--- src/rtl/debounce_pkg.sv ---
// Shared types and defaults for the switch debouncer.
package debounce_pkg;

  typedef enum logic [1:0] {
    ZERO  = 2'b00,
    WAIT1 = 2'b01,
    ONE   = 2'b10,
    WAIT0 = 2'b11
  } state_t;

  localparam int unsigned DB_CYCLES_DEFAULT = 4;

endpackage

--- src/rtl/debounce_fsm_if.sv ---
// Switch-in / debounced-out signal bundle for debounce_fsm.
interface debounce_fsm_if;
  logic sw;
  logic db_level;
  logic db_tick;

  modport master (output sw, input  db_level, input  db_tick);
  modport slave  (input  sw, output db_level, output db_tick);
endinterface

--- src/rtl/sync_2ff.sv ---
// Two-flop input synchronizer; used by debounce_fsm only when DEBOUNCE_SYNC_EN is defined.
module sync_2ff (
  input  logic clk,
  input  logic reset_n,
  input  logic d,
  output logic q
);
  logic meta;

  always_ff @(posedge clk) begin
    if (!reset_n) begin
      meta <= 1'b0;
      q    <= 1'b0;
    end else begin
      meta <= d;
      q    <= meta;
    end
  end
endmodule

--- src/rtl/debounce_fsm.sv ---
// Four-state switch debouncer with registered level and rising-edge tick.
// Define DEBOUNCE_SYNC_EN to place a 2-flop synchronizer ahead of the FSM.
module debounce_fsm
  import debounce_pkg::*;
#(
  parameter int unsigned DB_CYCLES = DB_CYCLES_DEFAULT
) (
  input  logic           clk,
  input  logic           reset_n,
  debounce_fsm_if.slave  bus
);
  localparam int unsigned   CW       = $clog2(DB_CYCLES);
  localparam logic [CW-1:0] CNT_LOAD = CW'(DB_CYCLES - 1);

  state_t        state, state_nxt;
  logic [CW-1:0] cnt, cnt_nxt;
  logic          s;

`ifdef DEBOUNCE_SYNC_EN
  sync_2ff u_sync (
    .clk     (clk),
    .reset_n (reset_n),
    .d       (bus.sw),
    .q       (s)
  );
`else
  always_comb s = bus.sw;
`endif

  always_ff @(posedge clk) begin
    if (!reset_n) begin
      state <= ZERO;
      cnt   <= '0;
    end else begin
      state <= state_nxt;
      cnt   <= cnt_nxt;
    end
  end

  always_comb begin
    state_nxt = ZERO;
    cnt_nxt   = cnt;
    case (state)
      ZERO: begin
        if (s) begin
          state_nxt = WAIT1;
          cnt_nxt   = CNT_LOAD;
        end else begin
          state_nxt = ZERO;
        end
      end
      WAIT1: begin
        if (!s)            state_nxt = ZERO;
        else if (cnt == '0) state_nxt = ONE;
        else begin
          state_nxt = WAIT1;
          cnt_nxt   = cnt - CW'(1);
        end
      end
      ONE: begin
        if (!s) begin
          state_nxt = WAIT0;
          cnt_nxt   = CNT_LOAD;
        end else begin
          state_nxt = ONE;
        end
      end
      WAIT0: begin
        if (s)              state_nxt = ONE;
        else if (cnt == '0) state_nxt = ZERO;
        else begin
          state_nxt = WAIT0;
          cnt_nxt   = cnt - CW'(1);
        end
      end
      default: begin
        state_nxt = ZERO;
        cnt_nxt   = '0;
      end
    endcase
  end

  // Outputs are registered from the next state so they line up with the state register.
  always_ff @(posedge clk) begin
    if (!reset_n) begin
      bus.db_level <= 1'b0;
      bus.db_tick  <= 1'b0;
    end else begin
      bus.db_level <= (state_nxt == ONE) || (state_nxt == WAIT0);
      bus.db_tick  <= (state == WAIT1) && (state_nxt == ONE);
    end
  end
endmodule

--- src/flat_wrapper.sv ---
// flat-port wrapper written by rule: the top's interface ports become plain ports
module debounce_fsm_flat import debounce_pkg::*;
#(
  parameter int unsigned DB_CYCLES = DB_CYCLES_DEFAULT
)
  (clk, reset_n, bus_sw, bus_db_level, bus_db_tick);
  debounce_fsm_if bus_i ();
  input  logic clk;
  input  logic reset_n;
  input wire logic [$bits(bus_i.sw)-1:0] bus_sw;
  output wire logic [$bits(bus_i.db_level)-1:0] bus_db_level;
  output wire logic [$bits(bus_i.db_tick)-1:0] bus_db_tick;
  assign bus_i.sw = bus_sw;
  assign bus_db_level = bus_i.db_level;
  assign bus_db_tick = bus_i.db_tick;
  debounce_fsm #(.DB_CYCLES(DB_CYCLES)) u_core (.clk(clk), .reset_n(reset_n), .bus(bus_i));
endmodule
--- config.mk ---
export PLATFORM = sky130hd
export DESIGN_NAME = debounce_fsm_flat
export DESIGN_NICKNAME = d
export VERILOG_FILES = /design/src/rtl/debounce_pkg.sv /design/src/rtl/debounce_fsm_if.sv /design/src/rtl/sync_2ff.sv /design/src/rtl/debounce_fsm.sv /design/src/flat_wrapper.sv
export SDC_FILE = /design/constraint.sdc
export NUM_CORES = 1
export LEC_CHECK = 0
export BUFFER_PORTS_ARGS = -buffer_cell sky130_fd_sc_hd__buf_2
export CAP_MARGIN = 25
export CORE_AREA = 2 2 39 41
export DETAILED_ROUTE_END_ITERATION = 16
export DIE_AREA = 0 0 41 43
export GPL_ROUTABILITY_DRIVEN = 0
export PLACE_DENSITY = 0.43
export SLEW_MARGIN = 10
export SYNTH_ARGS = -nofsm -noshare
export SYNTH_HDL_FRONTEND = slang
export SYNTH_SLANG_ARGS = --single-unit
--- constraint.sdc ---
create_clock -name clk -period 3.32 [get_ports clk]
set_input_delay 0.166 -clock clk [delete_from_list [all_inputs] [get_ports clk]]
set_output_delay 0.166 -clock clk [all_outputs]
set_load 0.02 [all_outputs]
==> impl_results.html <==
<table>
<tr><th>Metric</th><th>Value</th></tr>
<tr><th colspan="2">Outcome</th></tr>
<tr><td>Result of the run</td><td>finished, final reports clean</td></tr>
<tr><th colspan="2">Power</th></tr>
<tr><td>Worst IR Drop VDD</td><td>0.000225 V</td></tr>
<tr><td>Power spent charging and discharging nets</td><td>43.9 uW</td></tr>
<tr><td>Comb pwr share</td><td>0.166</td></tr>
<tr><td>Power share of the sequential group</td><td>0.417</td></tr>
<tr><td>Leakage power summed over all cells</td><td>0.127 nW</td></tr>
<tr><td>Share of total power consumed by net switching</td><td>0.260</td></tr>
<tr><td>Pwr per Cell Area</td><td>539 nW/um2</td></tr>
<tr><td>Clk pwr share</td><td>0.416</td></tr>
<tr><td>Tot Pwr</td><td>169 uW</td></tr>
<tr><td>Internal power component</td><td>between 100 and 150 uW</td></tr>
<tr><th colspan="2">Timing</th></tr>
<tr><td>Fin crit share</td><td>0.361</td></tr>
<tr><td>Worst clock skew</td><td>3.20 ps</td></tr>
<tr><td>Post-route minimum period</td><td>1200 ps</td></tr>
<tr><td>Slew at the pin with the worst max-slew slack</td><td>255 ps</td></tr>
<tr><td>Maximum clock frequency</td><td>about 0.84 GHz</td></tr>
<tr><td>Setup TNS</td><td>0 ps</td></tr>
<tr><td>RSZ-0062 raised after global routing</td><td>false</td></tr>
<tr><td>Normalized max-slew margin</td><td>0.829</td></tr>
<tr><td>Max Slew Vio Count</td><td>0</td></tr>
<tr><td>Number of hold violations in the final report</td><td>0</td></tr>
<tr><td>Setup-violating endpoint count in the final report</td><td>0</td></tr>
<tr><th colspan="2">Finish</th></tr>
<tr><td>Layout-stage area growth over the synthesis result</td><td>26.9%</td></tr>
<tr><td>Cell Count, Final, Fillers Out</td><td>between 40 and 50</td></tr>
<tr><td>Antenna diodes</td><td>0</td></tr>
<tr><td>Proportion of layout cells with a drive suffix above 1</td><td>0.344</td></tr>
<tr><td>Final nets</td><td>38</td></tr>
<tr><td>Total of fill cells in the finished design</td><td>~150</td></tr>
<tr><td>Post-route standard cell area excluding fillers</td><td>approximately 310 um2</td></tr>
<tr><th colspan="2">Global route</th></tr>
<tr><td>Pin count of the biggest net entering global routing</td><td>8</td></tr>
<tr><td>Global-route wire length before repair</td><td>759 um</td></tr>
<tr><td>Antenna violations before repair</td><td>0</td></tr>
<tr><td>Gr usage total</td><td>0.0723</td></tr>
<tr><td>Final global-route overflow total</td><td>0</td></tr>
<tr><td>Via count of the first global-routing pass</td><td>184</td></tr>
<tr><th colspan="2">Setup path</th></tr>
<tr><td>Launching point of the worst reg2reg path</td><td>u_core.cnt[0]</td></tr>
<tr><td>Worst setup EP type</td><td>flip-flop</td></tr>
<tr><td>WP data arrival</td><td>1330 ps</td></tr>
<tr><td>End of the worst register-to-register path</td><td>u_core.cnt[0]</td></tr>
<tr><td>Cells on worst reg2reg path</td><td>4</td></tr>
<tr><td>Req. time, crit path</td><td>3450 ps</td></tr>
<tr><td>Worst-case register-to-register setup slack</td><td>2120 ps</td></tr>
<tr><td>Critical path class</td><td>reg2reg</td></tr>
<tr><td>Type of element launching the critical path</td><td>flip-flop</td></tr>
<tr><td>Critical path peak fanout</td><td>5</td></tr>
<tr><th colspan="2">Synth</th></tr>
<tr><td>Sequential share of the synthesized area</td><td>0.406</td></tr>
<tr><td>Flip-flop and latch count after synthesis</td><td>5</td></tr>
<tr><td>Top post-synthesis cells by area</td><td>sky130_fd_sc_hd__dfxtp_1 (41%), sky130_fd_sc_hd__ha_1 (10%), sky130_fd_sc_hd__nand3b_1 (9.1%)</td></tr>
<tr><td>Distinct cells, synth</td><td>12</td></tr>
<tr><td>Mapped Area</td><td>between 200 and 250 um2</td></tr>
<tr><td>Synthesized area per cell</td><td>10.3 um2</td></tr>
<tr><td>Leading area contributor after synthesis</td><td>sky130_fd_sc_hd__dfxtp_1</td></tr>
<tr><td>Number of nets in the synthesized netlist</td><td>29</td></tr>
<tr><td>Count of yosys warnings during synthesis</td><td>0</td></tr>
<tr><td>Post-Syn Instances</td><td>24</td></tr>
<tr><td>Top-area cell type share of the netlist area</td><td>0.406</td></tr>
<tr><th colspan="2">Floorplanning</th></tr>
<tr><td>Initial standard-cell utilization of the core</td><td>0.178</td></tr>
<tr><td>Die Y</td><td>about 43 um</td></tr>
<tr><td>Horizontal die dimension</td><td>between 40 and 50 um</td></tr>
<tr><td>I/O pin cnt</td><td>5</td></tr>
<tr><td>Number of placement rows</td><td>14</td></tr>
<tr><td>Area of the die</td><td>1760 um2</td></tr>
<tr><td>Placeable Area</td><td>roughly 1400 um2</td></tr>
<tr><th colspan="2">Detailed routing</th></tr>
<tr><td>Vias</td><td>201</td></tr>
<tr><td>Residual DRC count</td><td>0</td></tr>
<tr><td>Number of detailed-route iterations in the first pass</td><td>2</td></tr>
<tr><td>Vias/cell</td><td>4.19</td></tr>
<tr><td>Antenna viol nets, final</td><td>0</td></tr>
<tr><td>Number of DRC violations after detailed-routing iteration 0</td><td>1</td></tr>
<tr><td>Routed len/inst</td><td>8.85 um</td></tr>
<tr><td>Post-detailed-routing wire length</td><td>425 um</td></tr>
<tr><th colspan="2">Clocking</th></tr>
<tr><td>Number of buffers added for setup after CTS</td><td>0</td></tr>
<tr><td>Clock Path Buffers</td><td>2</td></tr>
<tr><td>CTS tree</td><td>built</td></tr>
<tr><td>TritonCTS Sinks</td><td>5</td></tr>
<tr><td>Total number of H-tree levels</td><td>1</td></tr>
<tr><td>Clock Pin Slew Worst Setup and Hold Paths</td><td>40 ps</td></tr>
<tr><td>Total CTS buffers</td><td>3</td></tr>
<tr><td>Clk root buf</td><td>sky130_fd_sc_hd__clkbuf_4</td></tr>
<tr><td>Post-cts repair resize count</td><td>0</td></tr>
<tr><td>Later-pin clock latency in the skew report</td><td>240 ps</td></tr>
<tr><td>CTS Hold Bufs</td><td>0</td></tr>
<tr><th colspan="2">Hold path</th></tr>
<tr><td>Hold Path Class</td><td>in2reg</td></tr>
<tr><td>Critical hold path startpoint</td><td>reset_n</td></tr>
<tr><td>Endpoint with the worst hold slack</td><td>u_core.cnt[0]</td></tr>
<tr><td>Worst Hold Path Cells</td><td>2</td></tr>
<tr><th colspan="2">Flow run</th></tr>
<tr><td>Max-cap viol count</td><td>0</td></tr>
<tr><th colspan="2">Placed design</th></tr>
<tr><td>I/O Buffers</td><td>4</td></tr>
<tr><td>Placed Cells incl. Taps</td><td>44</td></tr>
<tr><td>Cell Area, Placed</td><td>287 um2</td></tr>
</table>
-- cell type report --
cell class / instances / area (um2) / area share
timing repair buffer: 4 / 20.0 / 0.0640
sequential: 5 / 100 / 0.320
clock buffer: 4 / 26.3 / 0.0840
inverter: 3 / 11.3 / 0.0360
multi-input combinational: 16 / 135 / 0.432
tap: 16 / 20.0 / 0.0640
-- synthesized netlist by cell type, drive strengths merged --
master,number
nand3,1
ha,2
a21oi,2
inv,3
nand2,2
o221a,2
dfxtp,5
nand3b,3
xnor2,1
or2b,1
a211oi,2
-- kinds of logic (layout without fill, tap and decap cells) --
group	after synthesis	after routing	synth area share
and+or+nand+nor	7	7	0.173
DFF	5	5	0.406
xor gates and xnor gates	1	1	0.0660
adders and majority gates	2	2	0.102
AOI/OAI and AO/OA	6	6	0.208
buffers and inverters	3	11	0.0457
-- cell usage in the layout, fill, tap and decap left out --
| master | instances |
|---|---|
| sky130_fd_sc_hd__nand3_1 | 1 |
| sky130_fd_sc_hd__a21oi_2 | 1 |
| sky130_fd_sc_hd__a211oi_1 | 2 |
| sky130_fd_sc_hd__inv_1 | 3 |
| sky130_fd_sc_hd__a21oi_1 | 1 |
| sky130_fd_sc_hd__or2b_1 | 1 |
| sky130_fd_sc_hd__ha_1 | 2 |
| sky130_fd_sc_hd__buf_2 | 4 |
| sky130_fd_sc_hd__dfxtp_1 | 5 |
| sky130_fd_sc_hd__clkbuf_1 | 1 |
| sky130_fd_sc_hd__nand2_1 | 2 |
| sky130_fd_sc_hd__o221a_2 | 2 |
| sky130_fd_sc_hd__clkbuf_4 | 3 |
| sky130_fd_sc_hd__nand3b_1 | 3 |
| sky130_fd_sc_hd__xnor2_2 | 1 |
-- registers in the layout (all words and copies together), names as in the netlist --
signal               flops
u_core.cnt               2
u_core.bus.db_tick       1
u_core.bus.db_level      1
u_core.state             1
-- worst max-delay path, stage by stage (launching register included) --
cell	delay, ps
sky130_fd_sc_hd__dfxtp_1	340
sky130_fd_sc_hd__inv_1	70
sky130_fd_sc_hd__ha_1	250
sky130_fd_sc_hd__nand3b_1	180
sky130_fd_sc_hd__o221a_2	250
-- how the worst max path moves through the flow --
stage,slack [ps],startpoint,end
after floorplan,2200,u_core.cnt[0],u_core.cnt[0]
after global placement,2150,u_core.cnt[0],u_core.cnt[0]
after detailed placement,2140,u_core.cnt[0],u_core.cnt[1]
after CTS,2120,u_core.cnt[0],u_core.cnt[1]
after global routing,2050,u_core.cnt[0],u_core.cnt[1]
final,2120,u_core.cnt[0],u_core.cnt[0]
-- per-layer routing --
metal  routed length, um  share of wire  global-route usage  up-vias
met4                   6          0.014              0.0400        0
met2                 157           0.37              0.0750        8
met3                  62           0.15              0.0942        2
li1                    -              -                   -      103
met1                 198           0.47              0.0772       88
met5                   0              0                   0        -
-- metrics by stage --
step           hold WS, ps  setup slack, ps   util
2_1_floorplan          313             2200      -
3_3_place_gp           441             2150  0.207
3_5_place_dp           445             2140  0.207
4_1_cts                192             2120  0.226
5_1_grt                181             2050  0.226
6_report               198             2120  0.226
-- power groups by stage --
stage / registers (mW) / clock network (mW) / logic (mW)
after floorplan: 0.0713 / 0 / 0.0210
after global placement: 0.0710 / 0 / 0.0275
after detailed placement: 0.0714 / 0 / 0.0279
after CTS: 0.0702 / 0.0737 / 0.0283
after global routing: 0.0708 / 0.0813 / 0.0327
final: 0.0703 / 0.0702 / 0.0280
(Power assumes the default switching activity.)
